### config.mk
export PLATFORM = sky130hd
export DESIGN_NAME = riscv_dmem_arbiter
export DESIGN_NICKNAME = d
export VERILOG_FILES = /design/src/rtl/biu_constants_pkg.sv /design/src/rtl/riscv_dmem_arb_pkg.sv /design/src/rtl/riscv_dmem_arb_pending.sv /design/src/rtl/riscv_dmem_arbiter.sv
export SDC_FILE = /design/constraint.sdc
export NUM_CORES = 1
export LEC_CHECK = 0
export CORE_AREA = 10 10 115 117
export DETAILED_ROUTE_END_ITERATION = 8
export DIE_AREA = 0 0 125 127
export PLACE_DENSITY_LB_ADDON = 0.25
export SETUP_SLACK_MARGIN = 0.1
export SYNTH_ARGS = -nofsm -noshare
export SYNTH_HDL_FRONTEND = slang
export SYNTH_SLANG_ARGS = --single-unit
### constraint.sdc
create_clock -name clk_i -period 2.78 [get_ports clk_i]
set_input_delay 0.278 -clock clk_i [delete_from_list [all_inputs] [get_ports clk_i]]
set_output_delay 0.278 -clock clk_i [all_outputs]
set_load 0.01 [all_outputs]
### src/rtl/biu_constants_pkg.sv
// Shared BIU definitions: access-size type and size encodings.
package biu_constants_pkg;

  typedef logic [2:0] biu_size_t;

  localparam biu_size_t BYTE  = 3'b000;
  localparam biu_size_t HWORD = 3'b001;
  localparam biu_size_t WORD  = 3'b010;
  localparam biu_size_t DWORD = 3'b011;
  localparam biu_size_t QWORD = 3'b100;

endpackage

### src/rtl/riscv_dmem_arb_pkg.sv
// Types shared by the data-memory arbiter and its helpers.
package riscv_dmem_arb_pkg;

  // Bus ownership state of the arbiter.
  typedef enum logic [1:0] {
    NONE = 2'd0,
    OWN0 = 2'd1,
    OWN1 = 2'd2
  } owner_t;

  // Master identifiers, also used to encode the last owner for round-robin.
  localparam logic M0 = 1'b0;
  localparam logic M1 = 1'b1;

endpackage

### src/rtl/riscv_dmem_arb_pending.sv
// Outstanding-transaction counter for the data-memory arbiter.
// Counts up on issue, down on acknowledge, saturates at zero.
// Ports:
//   clk_i, rst_ni  clock, asynchronous active-low reset
//   inc            a request is issued this cycle
//   dec            an acknowledge arrives this cycle
//   pending        current number of outstanding requests
//   full           pending == MAX_PENDING
//   next_zero      count will be zero after this cycle
module riscv_dmem_arb_pending #(
  parameter int unsigned MAX_PENDING = 2
) (
  input  logic                               clk_i,
  input  logic                               rst_ni,
  input  logic                               inc,
  input  logic                               dec,
  output logic [$clog2(MAX_PENDING+1)-1:0]   pending,
  output logic                               full,
  output logic                               next_zero
);

  localparam int unsigned CW = $clog2(MAX_PENDING + 1);

  logic [CW-1:0] cnt_q, cnt_d;

  always_comb begin
    cnt_d = cnt_q;
    if (inc && !dec) begin
      cnt_d = cnt_q + 1'b1;
    end else if (dec && !inc && (cnt_q != '0)) begin
      // A stray ack with nothing outstanding must not wrap the counter.
      cnt_d = cnt_q - 1'b1;
    end
  end

  always_ff @(posedge clk_i or negedge rst_ni) begin
    if (!rst_ni) begin
      cnt_q <= '0;
    end else begin
      cnt_q <= cnt_d;
    end
  end

  assign pending   = cnt_q;
  assign full      = (cnt_q == CW'(MAX_PENDING));
  assign next_zero = (cnt_d == '0);

endmodule

### src/rtl/riscv_dmem_arbiter.sv
// Data-memory arbiter: shares the single data BIU port between the LSU (master 0)
// and an auxiliary master (master 1). Round-robin ownership, bus-lock support,
// bounded outstanding requests and ack/data/error routing back to the owner.
// Ports:
//   clk_i, rst_ni                  clock, asynchronous active-low reset
//   mN_req/lock/we/size/adr/d_i    master N request fields
//   mN_gnt_o                       master N request accepted this cycle
//   mN_ack/q/err_o                 master N completion, read data, error
//   mem_req/lock/we/size/adr/d_o   forwarded request to the BIU
//   mem_ack/q/misaligned/page_fault_i  BIU completion
module riscv_dmem_arbiter
  import biu_constants_pkg::*;
  import riscv_dmem_arb_pkg::*;
#(
  parameter int unsigned XLEN        = 32,
  parameter int unsigned MAX_PENDING = 2
) (
  input  logic            clk_i,
  input  logic            rst_ni,

  input  logic            m0_req_i,
  input  logic            m0_lock_i,
  input  logic            m0_we_i,
  input  biu_size_t       m0_size_i,
  input  logic [XLEN-1:0] m0_adr_i,
  input  logic [XLEN-1:0] m0_d_i,
  output logic            m0_gnt_o,
  output logic            m0_ack_o,
  output logic [XLEN-1:0] m0_q_o,
  output logic            m0_err_o,

  input  logic            m1_req_i,
  input  logic            m1_lock_i,
  input  logic            m1_we_i,
  input  biu_size_t       m1_size_i,
  input  logic [XLEN-1:0] m1_adr_i,
  input  logic [XLEN-1:0] m1_d_i,
  output logic            m1_gnt_o,
  output logic            m1_ack_o,
  output logic [XLEN-1:0] m1_q_o,
  output logic            m1_err_o,

  output logic            mem_req_o,
  output logic            mem_lock_o,
  output logic            mem_we_o,
  output biu_size_t       mem_size_o,
  output logic [XLEN-1:0] mem_adr_o,
  output logic [XLEN-1:0] mem_d_o,
  input  logic            mem_ack_i,
  input  logic [XLEN-1:0] mem_q_i,
  input  logic            mem_misaligned_i,
  input  logic            mem_page_fault_i
);

  localparam int unsigned CW = $clog2(MAX_PENDING + 1);

  owner_t        owner_q, owner_d;
  logic          last_q, last_d;
  logic          sel;
  logic          sel_req, sel_lock, oth_req;
  logic          preempt, issue, ack_vld, err;
  logic [CW-1:0] pending;
  logic          full, next_zero;

  // Selected master: the owner, or the round-robin winner while unowned.
  always_comb begin
    sel = M0;
    case (owner_q)
      OWN0:    sel = M0;
      OWN1:    sel = M1;
      default: begin
        if (m0_req_i && m1_req_i) begin
          sel = ~last_q;
        end else if (m1_req_i) begin
          sel = M1;
        end else begin
          sel = M0;
        end
      end
    endcase
  end

  assign sel_req  = (sel == M1) ? m1_req_i  : m0_req_i;
  assign sel_lock = (sel == M1) ? m1_lock_i : m0_lock_i;
  assign oth_req  = (sel == M1) ? m0_req_i  : m1_req_i;

  // An unlocked owner stops issuing when the other master waits, so it drains and releases.
  assign preempt = (owner_q != NONE) && oth_req && !sel_lock;

  // A same-cycle ack frees a slot, so a full counter may still accept.
  assign issue = rst_ni && sel_req && !preempt && (!full || mem_ack_i);

  // Acks with nothing outstanding (e.g. stale traffic from before reset) are dropped.
  // With pending > 0 the selected master is the owner; otherwise it is the one issuing now.
  assign ack_vld = rst_ni && mem_ack_i && ((pending != '0) || issue);
  assign err     = mem_misaligned_i | mem_page_fault_i;

  riscv_dmem_arb_pending #(
    .MAX_PENDING (MAX_PENDING)
  ) u_pending (
    .clk_i     (clk_i),
    .rst_ni    (rst_ni),
    .inc       (issue),
    .dec       (mem_ack_i),
    .pending   (pending),
    .full      (full),
    .next_zero (next_zero)
  );

  always_comb begin
    owner_d = owner_q;
    last_d  = last_q;
    case (owner_q)
      NONE: begin
        if (issue) begin
          owner_d = (sel == M1) ? OWN1 : OWN0;
        end
      end
      default: begin
        if (next_zero && !sel_lock && !issue) begin
          owner_d = NONE;
          last_d  = sel;
        end
      end
    endcase
  end

  always_ff @(posedge clk_i or negedge rst_ni) begin
    if (!rst_ni) begin
      owner_q <= NONE;
      last_q  <= M1;
    end else begin
      owner_q <= owner_d;
      last_q  <= last_d;
    end
  end

  assign mem_req_o  = issue;
  assign mem_lock_o = rst_ni && sel_lock;
  assign mem_we_o   = (sel == M1) ? m1_we_i   : m0_we_i;
  assign mem_size_o = (sel == M1) ? m1_size_i : m0_size_i;
  assign mem_adr_o  = (sel == M1) ? m1_adr_i  : m0_adr_i;
  assign mem_d_o    = (sel == M1) ? m1_d_i    : m0_d_i;

  assign m0_gnt_o = issue && (sel == M0);
  assign m1_gnt_o = issue && (sel == M1);
  assign m0_ack_o = ack_vld && (sel == M0);
  assign m1_ack_o = ack_vld && (sel == M1);
  assign m0_err_o = m0_ack_o && err;
  assign m1_err_o = m1_ack_o && err;
  assign m0_q_o   = m0_ack_o ? mem_q_i : '0;
  assign m1_q_o   = m1_ack_o ? mem_q_i : '0;

  // An owned bus must never see an ack with nothing outstanding.
  ack_without_txn: assert property (@(posedge clk_i) disable iff (!rst_ni)
    (mem_ack_i && (owner_q != NONE)) |-> ((pending != '0) || issue));

endmodule
==> metrics.csv, run 1 <==
stage;metric;value;unit
global_routing;first_global_vias;3524;
finish;drive_above_1_share;26.0;%
finish;area_growth;229;%
worst_setup_path;cp.arrival;2790;ps
sta;fin_ws;-286;ps
die;ios;317;
global_routing;grt_max_degree;57;
clock_network;root_buffer;clkbuf_16;
sta;fmax;326;MHz
worst_setup_path;reg2reg_slack;140;ps
placed_design;hpwl;12.9;mm
route;antenna_left;0;
power;powerDensity;709;mW/mm^2
synthesis;synth_cell_types;35;
finish;stdcell_count;850;
global_routing;grtUsageTotal;17.5;%
worst_setup_path;path_buf_inv;6;
global_routing;grt_pass1_wl;22.5;mm
sta;min_period;3070;ps
sta;timing.final.crit_share;110;%
finish;finalInstanceArea;0.00609;sq mm
sta;setup_violations;67;
synthesis;synth_warnings;0;
worst_setup_path;slowest_delay;420;ps
sta;holdWs;427;ps
sta;worst_clock_skew;0.318;ps
finish;nNetsFinal;889;
global_routing;grt_overflow;0;
route;dr.first_iter.drc_count;174;
synthesis;synth.net_count;546;
power;vdd_ir_drop_max;0.347;mV
synthesis;synth_top_area_share;42.9;%
synthesis;mappedNetlistArea;0.00185;sq mm
synthesis;synthArstFlopShare;100;%
synthesis;synth.avg_cell_area;5.06;sq um
worst_setup_path;critPathTopFamily;buffers and inverters;
die;dieArea;0.0159;sq mm
global_routing;antenna_found_initial;0;
worst_setup_path;worstSetupStartpointType;flip-flop;
sta;rsz0062_at_grt;yes;
route;drt-total-wl;16.6;mm
sta;relSlewSlack;80.0;%
route;vias;3590;
clock_network;cts_buffer_depth;2;
worst_setup_path;crit_path_max_fanout;6;
die;die_h;127;um
clock_network;cts_tree;done;
clock_network;htree_levels;1;
placed_design;post-place-ws;-505;ps
worst_setup_path;worstPathRequired;2500;ps
finish;n_antenna_cell;0;
clock_network;worstSkewPairLatency;230;ps
worst_setup_path;end_kind;output pin;
power;cellLeakagePower;3.53;nW
route;firstDrtPassIters;4;
synthesis;yosysMostFrequentCell;nand2_1;
die;row_count;39;
synthesis;synth-edff-count;0;
die;core_area;0.0111;sq mm
synthesis;synth_top_flop_cell;dfrtp_1;
die;start_util;16.6;%
synthesis;ys_ff_latch;5;
placed_design;gp_congestion;0.927;
sta;hold_viol_final;0;
hold_path;hold_path.class;in2async;
synthesis;synthTopCellsByCount;nand2_1 (211), and2_1 (65), clkbuf_1 (22);
placed_design;io_buffers;316;
run_status;violations;negative setup slack;
worst_setup_path;critPathSlowestCell;dfrtp_1;
synthesis;synth_top_area_cell;nand2_1;
clock_network;cts_sinks;5;
synthesis;netlist_top_cells_area;nand2_1 (43%), and2_1 (22%), dfrtp_1 (5.4%), clkbuf_1 (4.5%), ha_1 (2.7%);
finish;num-fill-cells;1018;
worst_setup_path;critPathKind;reg2out;
run;maxCapViolations;0;
route;vias_per_cell;4.22;
run_status;status;complete, but fails checks;
sta;slew_violations;0;
worst_setup_path;path_cells;ha_4 > buf_4 > nand2_2 > a21bo_4 > a2111oi_4 > nor2_1 > o211ai_1 > buf_4 > nor2_4 > buf_12 > buf_12 > buf_6 > and2_4 > buf_6;
placed_design;placed_cell_area;0.00532;sq mm
route;drcViolationCount;0;
sta;worst_pin_slew;299;ps
placed_design;dp.cells;824;
synthesis;yosysSeqAreaShare;6.84;%
synthesis;syn_inst;365;
route;post_drt_wl_per_cell;19.5;um
clock_network;clk_pin_slew;30;ps
clock_network;cts_buffers;3;
die;dieWidth;125;um
## layout make-up
type,count,area [sq um],area share [%]
Clock buffer,4,78.8,1.29
Inverter,8,30.0,0.493
Multi-Input combinational cell,329,1840,30.2
Sequential cell,5,126,2.08
Tap cell,143,179,2.94
Timing Repair Buffer,361,3830,63.0
## worst paths after layout
check	from	end	cells past startpoint
worst max-delay path	owner_q[1]$_DFFE_PN0P_	m0_q_o[4]	14
worst max register to register	owner_q[1]$_DFFE_PN0P_	last_q$_DFFE_PN1P_	10
worst min-delay path	rst_ni	u_pending.pending[0]$_DFF_PN0_	2
max in group asynchronous	rst_ni	last_q$_DFFE_PN1P_	2
worst min register to register	u_pending.pending[0]$_DFF_PN0_	u_pending.pending[0]$_DFF_PN0_	1
min in group clk_i	u_pending.pending[0]$_DFF_PN0_	u_pending.pending[0]$_DFF_PN0_	1
## worst reg2reg max path: stages (launching register included)
cell	delay [ps]
dfrtp_1	420
ha_4	200
buf_4	130
nand2_2	70
a21bo_4	230
buf_4	170
a211o_1	330
a211oi_2	210
xnor2_1	120
nor4b_2	330
mux2_1	350
## metal layers
layer	part of all wire, %	global-route usage, %
met5	0	0
met4	0.69	1.76
met3	5.8	4.22
met2	57	34.6
met1	37	18.9
## repair_timing
action | 4_1_cts | 5_1_grt
pin swaps | 0 | 27
gates cloned | 1 | 7
setup buffers | 10 | 8
hold buffers | 0 | 0
resized for setup | 255 | 238
endpoints found under the setup margin | 140 | 142
## power by group
group          leakage (nW)  switching [mW]  internal, mW
sequential           0.0600          0.0253         0.113
clock                0.0382          0.0437         0.190
combinational          3.43            1.88          2.06
## metrics by stage
stage	utilization, %	setup TNS (ps)	total power, mW
after floorplan	-	0	1.62
after global placement	47.8	-30400	3.60
after detailed placement	47.8	-34470	3.63
after CTS	49.6	-9010	4.00
after global routing	54.7	-15280	4.62
final	54.7	-9650	4.31
## kinds of logic (layout without fill, tap and decap cells)
| kind of cell | count (synthesis) | count (layout) | share of synthesized area, % |
|---|---|---|---|
| xor gates and xnor gates | 3 | 3 | 1.42 |
| adders and majority gates | 4 | 4 | 2.71 |
| DFF | 5 | 5 | 6.84 |
| muxes | 4 | 4 | 2.30 |
| and+or+nand+nor | 293 | 293 | 69.8 |
| buffers and inverters | 31 | 373 | 6.70 |
| AOI/OAI and AO/OA | 25 | 25 | 10.2 |
## state kept, by name, indices dropped and copies added (netlist names)
name and flops:
last_q 1, owner_q 2, u_pending.pending 2
## cell usage in the layout, fill, tap and decap left out, types with 3 or more instances in the layout
cell and n:
and2_1 20, and2_4 45, buf_12 8, buf_2 19, buf_4 30, buf_6 51
clkbuf_16 8, clkdlybuf4s50_1 175, dfrtp_1 4, dlymetal6s2s_1 68, inv_1 5, inv_2 3
nand2_1 209, nand3_1 4, nor2_1 6, o21a_1 3, o22ai_1 4
Note: power is estimated with default switching activity, not from simulation.
==> run 2, diff against run 1 <==
--- a/config.mk
+++ b/config.mk
@@ -8,8 +8,10 @@
 export CORE_AREA = 10 10 115 117
 export DETAILED_ROUTE_END_ITERATION = 8
 export DIE_AREA = 0 0 125 127
+export HOLD_SLACK_MARGIN = 0.06
 export PLACE_DENSITY_LB_ADDON = 0.25
 export SETUP_SLACK_MARGIN = 0.1
+export SKIP_LAST_GASP = 1
 export SYNTH_ARGS = -nofsm -noshare
 export SYNTH_HDL_FRONTEND = slang
 export SYNTH_SLANG_ARGS = --single-unit
==> run 2 against run 1 <==
The flow still finishes with violations (negative setup slack). Via count up 1.1%. Die area unchanged. Non-clock buffer count up 8. Worst hold slack better by 4.9 ps. Core utilization up 0.48 points. Clock skew about the same. Total power down 0.27%. Count of clock-buffer cells in the layout unchanged. Register-to-register slack worse by 60 ps. Sequential cell count unchanged. Sequential power about the same. Critical path depth up 1. Critical endpoint unchanged. Highest routed layer unchanged.
==> metrics.csv, run 2 (same netlist as run 1, synthesis figures left out) <==
stage;metric;value;unit;change
run_status;status;complete, but fails checks;;unchanged
run_status;violations;negative setup slack;;unchanged
power;vdd_ir_drop_max;0.333;mV;was 0.347 mV
sta;slew_violations;0;;unchanged
sta;worst_clock_skew;0.327;ps;was 0.318 ps
finish;area_growth;232;%;was 229%
finish;stdcell_count;858;;was 850
sta;setup_violations;67;;unchanged
worst_setup_path;critPathSlowestCell;dfrtp_1;;unchanged
die;ios;317;;unchanged
route;firstDrtPassIters;4;;unchanged
finish;n_antenna_cell;0;;unchanged
power;pwr-share-clk;5.4;%;about the same
sta;hold_viol_final;0;;unchanged
die;dieWidth;125;um;unchanged
finish;mostFrequentLayoutCells;nand2_1 (209), clkdlybuf4s50_1 (175), dlymetal6s2s_1 (70), buf_6 (53), and2_4 (43);;was nand2_1 (209), clkdlybuf4s50_1 (175), dlymetal6s2s_1 (68), buf_6 (51), and2_4 (45)
sta;relSlewSlack;71.7;%;was 80.0%
placed_design;io_buffers;316;;unchanged
route;drt-total-wl;16.6;mm;about the same
sta;fmax;319;MHz;was 326 MHz
sta;rsz0062_at_grt;yes;;unchanged
worst_setup_path;end_kind;output pin;;unchanged
clock_network;htree_levels;1;;unchanged
power;powerDensity;700;mW/mm^2;was 709 mW/mm^2
die;die_h;127;um;unchanged
power;cellLeakagePower;3.59;nW;was 3.53 nW
global_routing;first_global_vias;3499;;was 3524
sta;timing.final.crit_share;113;%;was 110%
worst_setup_path;cpMostUsedCell;buf_6;;
placed_design;hpwl;12.9;mm;unchanged
worst_setup_path;worstSetupStartpointType;flip-flop;;unchanged
worst_setup_path;crit_path_max_fanout;6;;unchanged
route;drcViolationCount;0;;unchanged
clock_network;holdBufCountCts;0;;unchanged
power;pwr-share-seq;3.2;%;about the same
placed_design;dp.cells;824;;unchanged
global_routing;antenna_found_initial;0;;unchanged
worst_setup_path;critPathKind;reg2out;;unchanged
worst_setup_path;cp.arrival;2860;ps;was 2790 ps
finish;nNetsFinal;897;;was 889
hold_path;hold_path.class;in2async;;unchanged
route;vias;3631;;was 3590
die;dieArea;0.0159;sq mm;unchanged
finish;fin_util;55.2;%;was 54.7%
worst_setup_path;slowest_delay;420;ps;about the same
sta;finalSetupTns;-13840;ps;was -9650 ps
power;pwr-share-comb;91.4;%;about the same
finish;mostFrequentLayoutCell;nand2_1;;unchanged
worst_setup_path;critPathTopFamily;buffers and inverters;;unchanged
route;dr.first_iter.drc_count;207;;was 174
global_routing;grt_pass1_wl;22.5;mm;about the same
placed_design;gp_congestion;0.927;;unchanged
global_routing;grt_max_degree;57;;unchanged
clock_network;cts_sinks;5;;unchanged
clock_network;root_buffer;clkbuf_16;;unchanged
route;post_drt_wl_per_cell;19.4;um;was 19.5 um
power;switching_share;45.0;%;was 45.2%
power;power_switching;1.94;mW;was 1.95 mW
clock_network;worstSkewPairLatency;230;ps;about the same
global_routing;grtUsageTotal;17.5;%;about the same
clock_network;cts_tree;done;;unchanged
die;row_count;39;;unchanged
clock_network;cts_buffers;3;;unchanged
die;start_util;16.6;%;unchanged
global_routing;grt_overflow;0;;unchanged
route;antenna_left;0;;unchanged
worst_setup_path;worstPathRequired;2500;ps;about the same
route;vias_per_cell;4.23;;was 4.22
power;internal_power;2.37;mW;was 2.36 mW
worst_setup_path;path_buf_inv;7;;was 6
clock_network;clk_pin_slew;30;ps;about the same
sta;fin_ws;-355;ps;was -286 ps
run;maxCapViolations;0;;unchanged
finish;drive_above_1_share;26.0;%;about the same
worst_setup_path;path_cells;ha_4 > buf_4 > nand2_2 > a21bo_4 > a2111oi_4 > nor2_1 > o211ai_1 > buf_4 > buf_6 > nor2_4 > buf_12 > buf_12 > buf_6 > and2_4 > buf_6;;was ha_4 > buf_4 > nand2_2 > a21bo_4 > a2111oi_4 > nor2_1 > o211ai_1 > buf_4 > nor2_4 > buf_12 > buf_12 > buf_6 > and2_4 > buf_6
clock_network;cts_buffer_depth;2;;unchanged
sta;worst_pin_slew;414;ps;was 299 ps
sta;min_period;3130;ps;was 3070 ps
die;core_area;0.0111;sq mm;unchanged
## run 2: repair_timing
| item | CTS | global route |
|---|---|---|
| hold endpoints to repair | 0 | 0 |
| endpoints found under the setup margin | 140 | 142 |
| pin swaps | 0 | 31 |
| buffers inserted | 10 | 16 |
| gates cloned | 1 | 7 |
| resized for setup | 105 | 342 |
## run 2: path summary, 6_finish.rpt
kind                                                  endpoint                           start  cells after the start  slack [ps]
worst max-delay path                                 m0_q_o[4]          owner_q[1]$_DFFE_PN0P_                     15        -350
worst min-delay path            u_pending.pending[0]$_DFF_PN0_                          rst_ni                      2         430
worst max register to register              last_q$_DFFE_PN1P_          owner_q[1]$_DFFE_PN0P_                     10          80
worst min register to register  u_pending.pending[0]$_DFF_PN0_  u_pending.pending[0]$_DFF_PN0_                      1         510
max in group asynchronous                   last_q$_DFFE_PN1P_                          rst_ni                      2        2140
min in group clk_i              u_pending.pending[0]$_DFF_PN0_  u_pending.pending[0]$_DFF_PN0_                      1         510
## run 2: power groups by stage
stage | Clock, mW | Combinational, mW | Sequential (mW)
finish | 0.233 | 3.93 | 0.138
global route | 0.248 | 4.22 | 0.143
CTS | 0.238 | 3.64 | 0.135
detailed placement | 0 | 3.49 | 0.133
global placement | 0 | 3.46 | 0.133
floorplan | 0 | 1.49 | 0.128
## run 2: layout make-up
type	instances	area [sq um]
Clock buffer	4	78.8
Fill cell	1023	4980
Inverter	8	30.0
Multi-Input combinational cell	329	1810
Sequential cell	5	126
Tap cell	143	179
Timing Repair Buffer	369	3920
## run 2: metrics by stage
step / hold WS, ps / instance area (sq um) / setup slack, ps / power (mW)
finish: 432 / 6140 / -355 / 4.30
floorplan: -17.6 / 1850 / 147 / 1.62
global placement: 505 / 5320 / -462 / 3.60
CTS: 447 / 5560 / -435 / 4.01
global route: 458 / 6140 / -436 / 4.61
detailed placement: 510 / 5320 / -505 / 3.63
## run 2: metal layers
layer / share of wire [%] / GRT usage [%] / up-vias
met2: 56 / 34.5 / 150
met3: 5.2 / 3.89 / 9
met1: 38 / 19.2 / 1640
met4: 0.68 / 1.36 / 0
met5: 0 / 0 / -
li1: - / - / 1832
==> RTL change 1, RTL diff (settings of run 1) <==
Reset style: synchronous (`rst_ni`), changed in 2 clocked blocks. Comments in the files are not updated.
--- a/src/rtl/riscv_dmem_arb_pending.sv
+++ b/src/rtl/riscv_dmem_arb_pending.sv
@@ -34,5 +34,5 @@
   end
 
-  always_ff @(posedge clk_i or negedge rst_ni) begin
+  always_ff @(posedge clk_i) begin
     if (!rst_ni) begin
       cnt_q <= '0;
--- a/src/rtl/riscv_dmem_arbiter.sv
+++ b/src/rtl/riscv_dmem_arbiter.sv
@@ -126,5 +126,5 @@
   end
 
-  always_ff @(posedge clk_i or negedge rst_ni) begin
+  always_ff @(posedge clk_i) begin
     if (!rst_ni) begin
       owner_q <= NONE;
Function: differs if rst_ni is asserted again (counterexample within 4 cycles, from zero or initial values and one cycle with rst_ni low); with rst_ni held inactive, the same outputs for 10 cycles.
==> RTL change 1 against run 1 <==
Area after synthesis rose by 2.0%; utilization is 0.22 points higher; sequential cell count is the same; combinational power down 39%; non-clock buffer count shrank 6; total power shrank 35%; worst setup slack gained 310 ps; synthesized cell count is 39% lower; routed wire length fell by 3.5%; cell area is 0.41% higher; critical endpoint is now m0_q_o[23].
==> RTL change 1: results (changes against run 1) <==
Critical path
  • Worst R2R Setup Slack: 620 ps (+480 ps)
  • Reg2Reg Launch Point: owner_q[0]
  • Crit path DAT: 2470 ps (-320 ps)
  • Reg-to-reg endpoint: u_pending.pending[1]
  • Slowest-stage cell, CP: dfxtp_2
  • Worst-path fanout max: 9 (+3)
  • Slowest stage delay, CP: 340 ps (-80 ps)
  • R2R cell count: 9 (-1)

Pwr
  • Pint: 1.74 mW (-26%)
  • Largest Pwr Group: combinational logic
  • Clock power share: 8.7% (+3.3 points)
  • Max VDD drop: 0.446 mV (+29%)
  • Leak: 3.08 nW (-13%)
  • Sequential power share: 4.6% (+1.4 points)
  • Overall Power: 2.79 mW (-35%)

Logic synthesis
  • Syn Nets: 402 (-26%)
  • Primary FF master, synth: dfxtp_1
  • Mapped Cells: 221 (-39%)
  • Synth area leaders: mux2_2, and2_1, dfxtp_1
  • Async SR Flop Fraction: 0% (-100 points)
  • Unique masters post-synth: 35 (unchanged)
  • Top cells by count, synth: mux2_2, and2_1, nor2_1, buf_6, clkbuf_1
  • Seq/Total Area, Yosys: 5.31% (-1.5 points)
  • Warnings, synthesis: 0 (unchanged)

Placed design
  • Number of port buffers: 316 (unchanged)
  • Placer Congestion: 0.884 (-4.6%)
  • Post-DP HPWL: 13.0 mm (+0.50%)
  • Placed instance count: 682 (-17%)
  • Worst slack at placement: -219 ps (+285 ps)
  • DP Area: 5300 um2 (-0.28%)

Min path
  • End of the worst hold path: owner_q[1]
  • Worst Hold Class: reg -> reg
  • Hold_sp: owner_q[1]

Route
  • Initial drt markers: 117 (-33%)
  • First-pass DRT Iterations: 4 (unchanged)
  • Final wirelength: 16.0 mm (-3.5%)
  • Via density: 4.27 (+1.1%)
  • Avg WL per Cell: 22.6 um (+16%)

Flow run
  • Max_cap viols: 0 (unchanged)

Clock network
  • CTS HTree Levels: 1 (unchanged)
  • Post-CTS setup buffers: 11 (+1)
  • Skew-Pair Late Insertion Delay: 230 ps (about the same)
  • Post-CTS resize count: 347 (+36%)
  • Clock buffer depth: 2 (unchanged)
  • Clock tree root buffer cell: clkbuf_16
  • Clock slew at reported path FFs: 30 ps (about the same)

Run status
  • Outcome: finished clean

Layout
  • NumNets Final: 747 (-16%)
  • Layout cells sized above 1: 44.8% (+19 points)
  • Fillers: 987 (-3.0%)

GRT
  • First-pass GRT wire length: 21.9 mm (-2.7%)
  • Total global-route track usage: 17.5% (about the same)
  • Number of global-route vias before repair: 3,208 (-9.0%)
  • Largest net degree at the start of global routing: 32 (-44%)

STA
  • Measured slew at the worst slew-check pin: 315 ps (+16.8 ps)
  • Setup Skew: 0.161 ps (-0.157 ps)
  • Hold_ws: 508 ps (+80.5 ps)
  • Final count of hold timing violations: 0 (unchanged)
==> RTL change 1: cell count changes after synthesis, moves of 5 or more <==
cell and delta:
nand2_1 -207, nor2_1 +5, dfxtp_1 +5, buf_6 +6
mux2_2 +68, clkbuf_1 -15
==> RTL change 1: metal layers <==
layer | vias to the layer above | track usage (%) | routed length (um)
met2 | 156 | 33.1 | 8640
met5 | - | 0 | 0
li1 | 1460 | - | -
met1 | 1400 | 19.1 | 5960
met3 | 8 | 5.67 | 1290
met4 | 0 | 2.10 | 110
==> RTL change 1: layout make-up <==
| type | count | area [um2] | area share (%) |
|---|---|---|---|
| tap | 143 | 179 | 2.93 |
| timing repair buffer | 355 | 3880 | 63.5 |
| multi-input combinational | 195 | 1840 | 30.2 |
| clock buffer | 4 | 78.8 | 1.29 |
| inverter | 6 | 25.0 | 0.409 |
| sequential | 5 | 103 | 1.68 |
==> RTL change 1: worst max-delay path by stage <==
stage                           from     endpoint  slack (ps)  cells after the start
final                     owner_q[0]   m0_q_o[23]          30                     12
after CTS                 owner_q[1]  mem_d_o[23]         -30                      8
after global placement      m1_req_i    m0_q_o[6]        -190                      9
after floorplan           owner_q[0]   m0_q_o[23]         280                     10
after detailed placement    m1_req_i    m1_q_o[4]        -220                      9
after global routing      owner_q[0]   m0_q_o[14]         -60                     12
==> RTL change 1: logic make-up after synthesis <==
logic type | synth area share [%]
compound gates | 10.0
xor+xnor | 1.86
flops | 5.31
fa+ha+maj | 2.66
mux | 44.6
buf+inv | 7.17
simple gates | 28.4
==> RTL change 1: worst register-to-register path, cell delays in order (launching register included) <==
cell and delay, ps:
dfxtp_2 340, inv_4 50, ha_4 260, nand2_2 80, a21boi_4 210, mux2i_4 290, o21ai_4 90, buf_4 150
and3_1 160, o41a_1 400
==> RTL change 2, RTL diff (settings of run 1) <==
Made on the original files. `MAX_PENDING` is set to 2 in 2 places; all go to 4.
--- a/src/rtl/riscv_dmem_arb_pending.sv
+++ b/src/rtl/riscv_dmem_arb_pending.sv
@@ -9,5 +9,5 @@
 //   next_zero      count will be zero after this cycle
 module riscv_dmem_arb_pending #(
-  parameter int unsigned MAX_PENDING = 2
+  parameter int unsigned MAX_PENDING = 4
 ) (
   input  logic                               clk_i,
--- a/src/rtl/riscv_dmem_arbiter.sv
+++ b/src/rtl/riscv_dmem_arbiter.sv
@@ -14,5 +14,5 @@
 #(
   parameter int unsigned XLEN        = 32,
-  parameter int unsigned MAX_PENDING = 2
+  parameter int unsigned MAX_PENDING = 4
 ) (
   input  logic            clk_i,
Behaviour: not the same (Yosys sat finds a counterexample within 4 cycles, from zero or initial values and one cycle with rst_ni low).
==> RTL change 2 against run 1 <==
Sequential cell count is 1 higher; cell area is 4.4% higher; sequential share of layout area up 0.31 points; area after synthesis grew 0.47%; worst setup slack better by 380 ps; total power increased by 30%; via count increased by 1.4%; synthesized cell count fell by 1.4%; routed wire length is 3.5% lower; clock skew grew 2.4 ps; critical path type unchanged.
==> RTL change 2: results (changes against run 1) <==
Clock network
  • Post-CTS resize count: 298 (+17%)

Placed design
  • Worst slack at placement: -421 ps (+83.5 ps)
  • Post-DP HPWL: 12.2 mm (-5.6%)
  • DP Area: 5390 um2 (+1.3%)
  • Placer Congestion: 0.906 (-2.3%)

STA
  • Hold_ws: 397 ps (-30.4 ps)
  • Relative slew slack: 78.0% (-2.1 points)

GRT
  • GRT met1 Usage: 18.0% (-0.91 points)
  • Number of global-route vias before repair: 3,645 (+3.4%)
  • Largest net degree at the start of global routing: 37 (-35%)
  • First-pass GRT wire length: 22.1 mm (-1.6%)
  • Global-route met2 utilization: 33.3% (-1.2 points)

Layout
  • Fraction of area in multi-input gates: 29.5% (-0.73 points)
  • Area occupied by registers: 151 um2 (+20%)
  • Bufs w/o clock: 374 (+3.6%)
  • Inverters: 7 (-1)
  • Multi-In Gates: 326 (-0.91%)
  • FF+latch count: 6 (+1)
  • Fillers: 986 (-3.1%)
  • Clk cell area share: 1.24% (-0.055 points)
  • Final Core Density: 57.1% (+2.4 points)

Logic synthesis
  • Seq/Total Area, Yosys: 8.15% (+1.3 points)
  • Synth area leaders: nand2_1, and2_1, dfrtp_1
  • Top cells by count, synth: nand2_1, and2_1, clkbuf_1, inv_1, nor2_1
  • Unique masters post-synth: 39 (+11%)

Pwr
  • Max VDD drop: 0.537 mV (+55%)
  • Sequential Power: 188 uW (+36%)
  • Pwr/cell area: 883 nW/um2 (+25%)
  • Leak: 3.19 nW (-9.7%)
  • P_clk: 243 uW (+4%)
  • Sw Pwr: 2.37 mW (+21%)

Route
  • Final wirelength: 16.0 mm (-3.5%)
  • Met3 WL post-DR: 1.31 mm (+37%)
  • Met1 wire length: 5.79 mm (-4.8%)
  • Via density: 4.23 (+0.24%)

Run status
  • Outcome: finished clean

Critical path
  • Crit path depth: 12 (-2)
  • Reg2Reg Launch Point: owner_q[0]
  • Slowest stage delay, CP: 370 ps (-50 ps)
-- RTL change 2: changes by cell type in the layout (fill, tap and decap cells not counted), moves of 6 or more --
cell,change
and2_1,-17
and2_4,+17
buf_16,+6
buf_2,-17
buf_6,+24
clkdlybuf4s50_1,+49
dlymetal6s2s_1,-49
-- RTL change 2: kinds of logic (layout without fill, tap and decap cells) --
family / count (synthesis) / in the layout / synth area share (%)
flops: 6 / 6 / 8.15
mux: 5 / 5 / 3.50
xor+xnor: 1 / 1 / 0.472
simple gates: 295 / 295 / 70.2
buf+inv: 28 / 385 / 6.06
compound gates: 20 / 20 / 8.22
fa+ha+maj: 5 / 5 / 3.37
-- RTL change 2: worst max-delay path by stage --
stage | slack, ps | end | from
global route | -7 | m0_q_o[8] | owner_q[1]
CTS | 40 | m0_q_o[29] | owner_q[0]
floorplan | 140 | last_q | owner_q[0]
finish | 90 | m0_q_o[4] | owner_q[0]
global placement | -410 | m0_q_o[10] | m1_req_i
detailed placement | -420 | m0_q_o[6] | m1_req_i
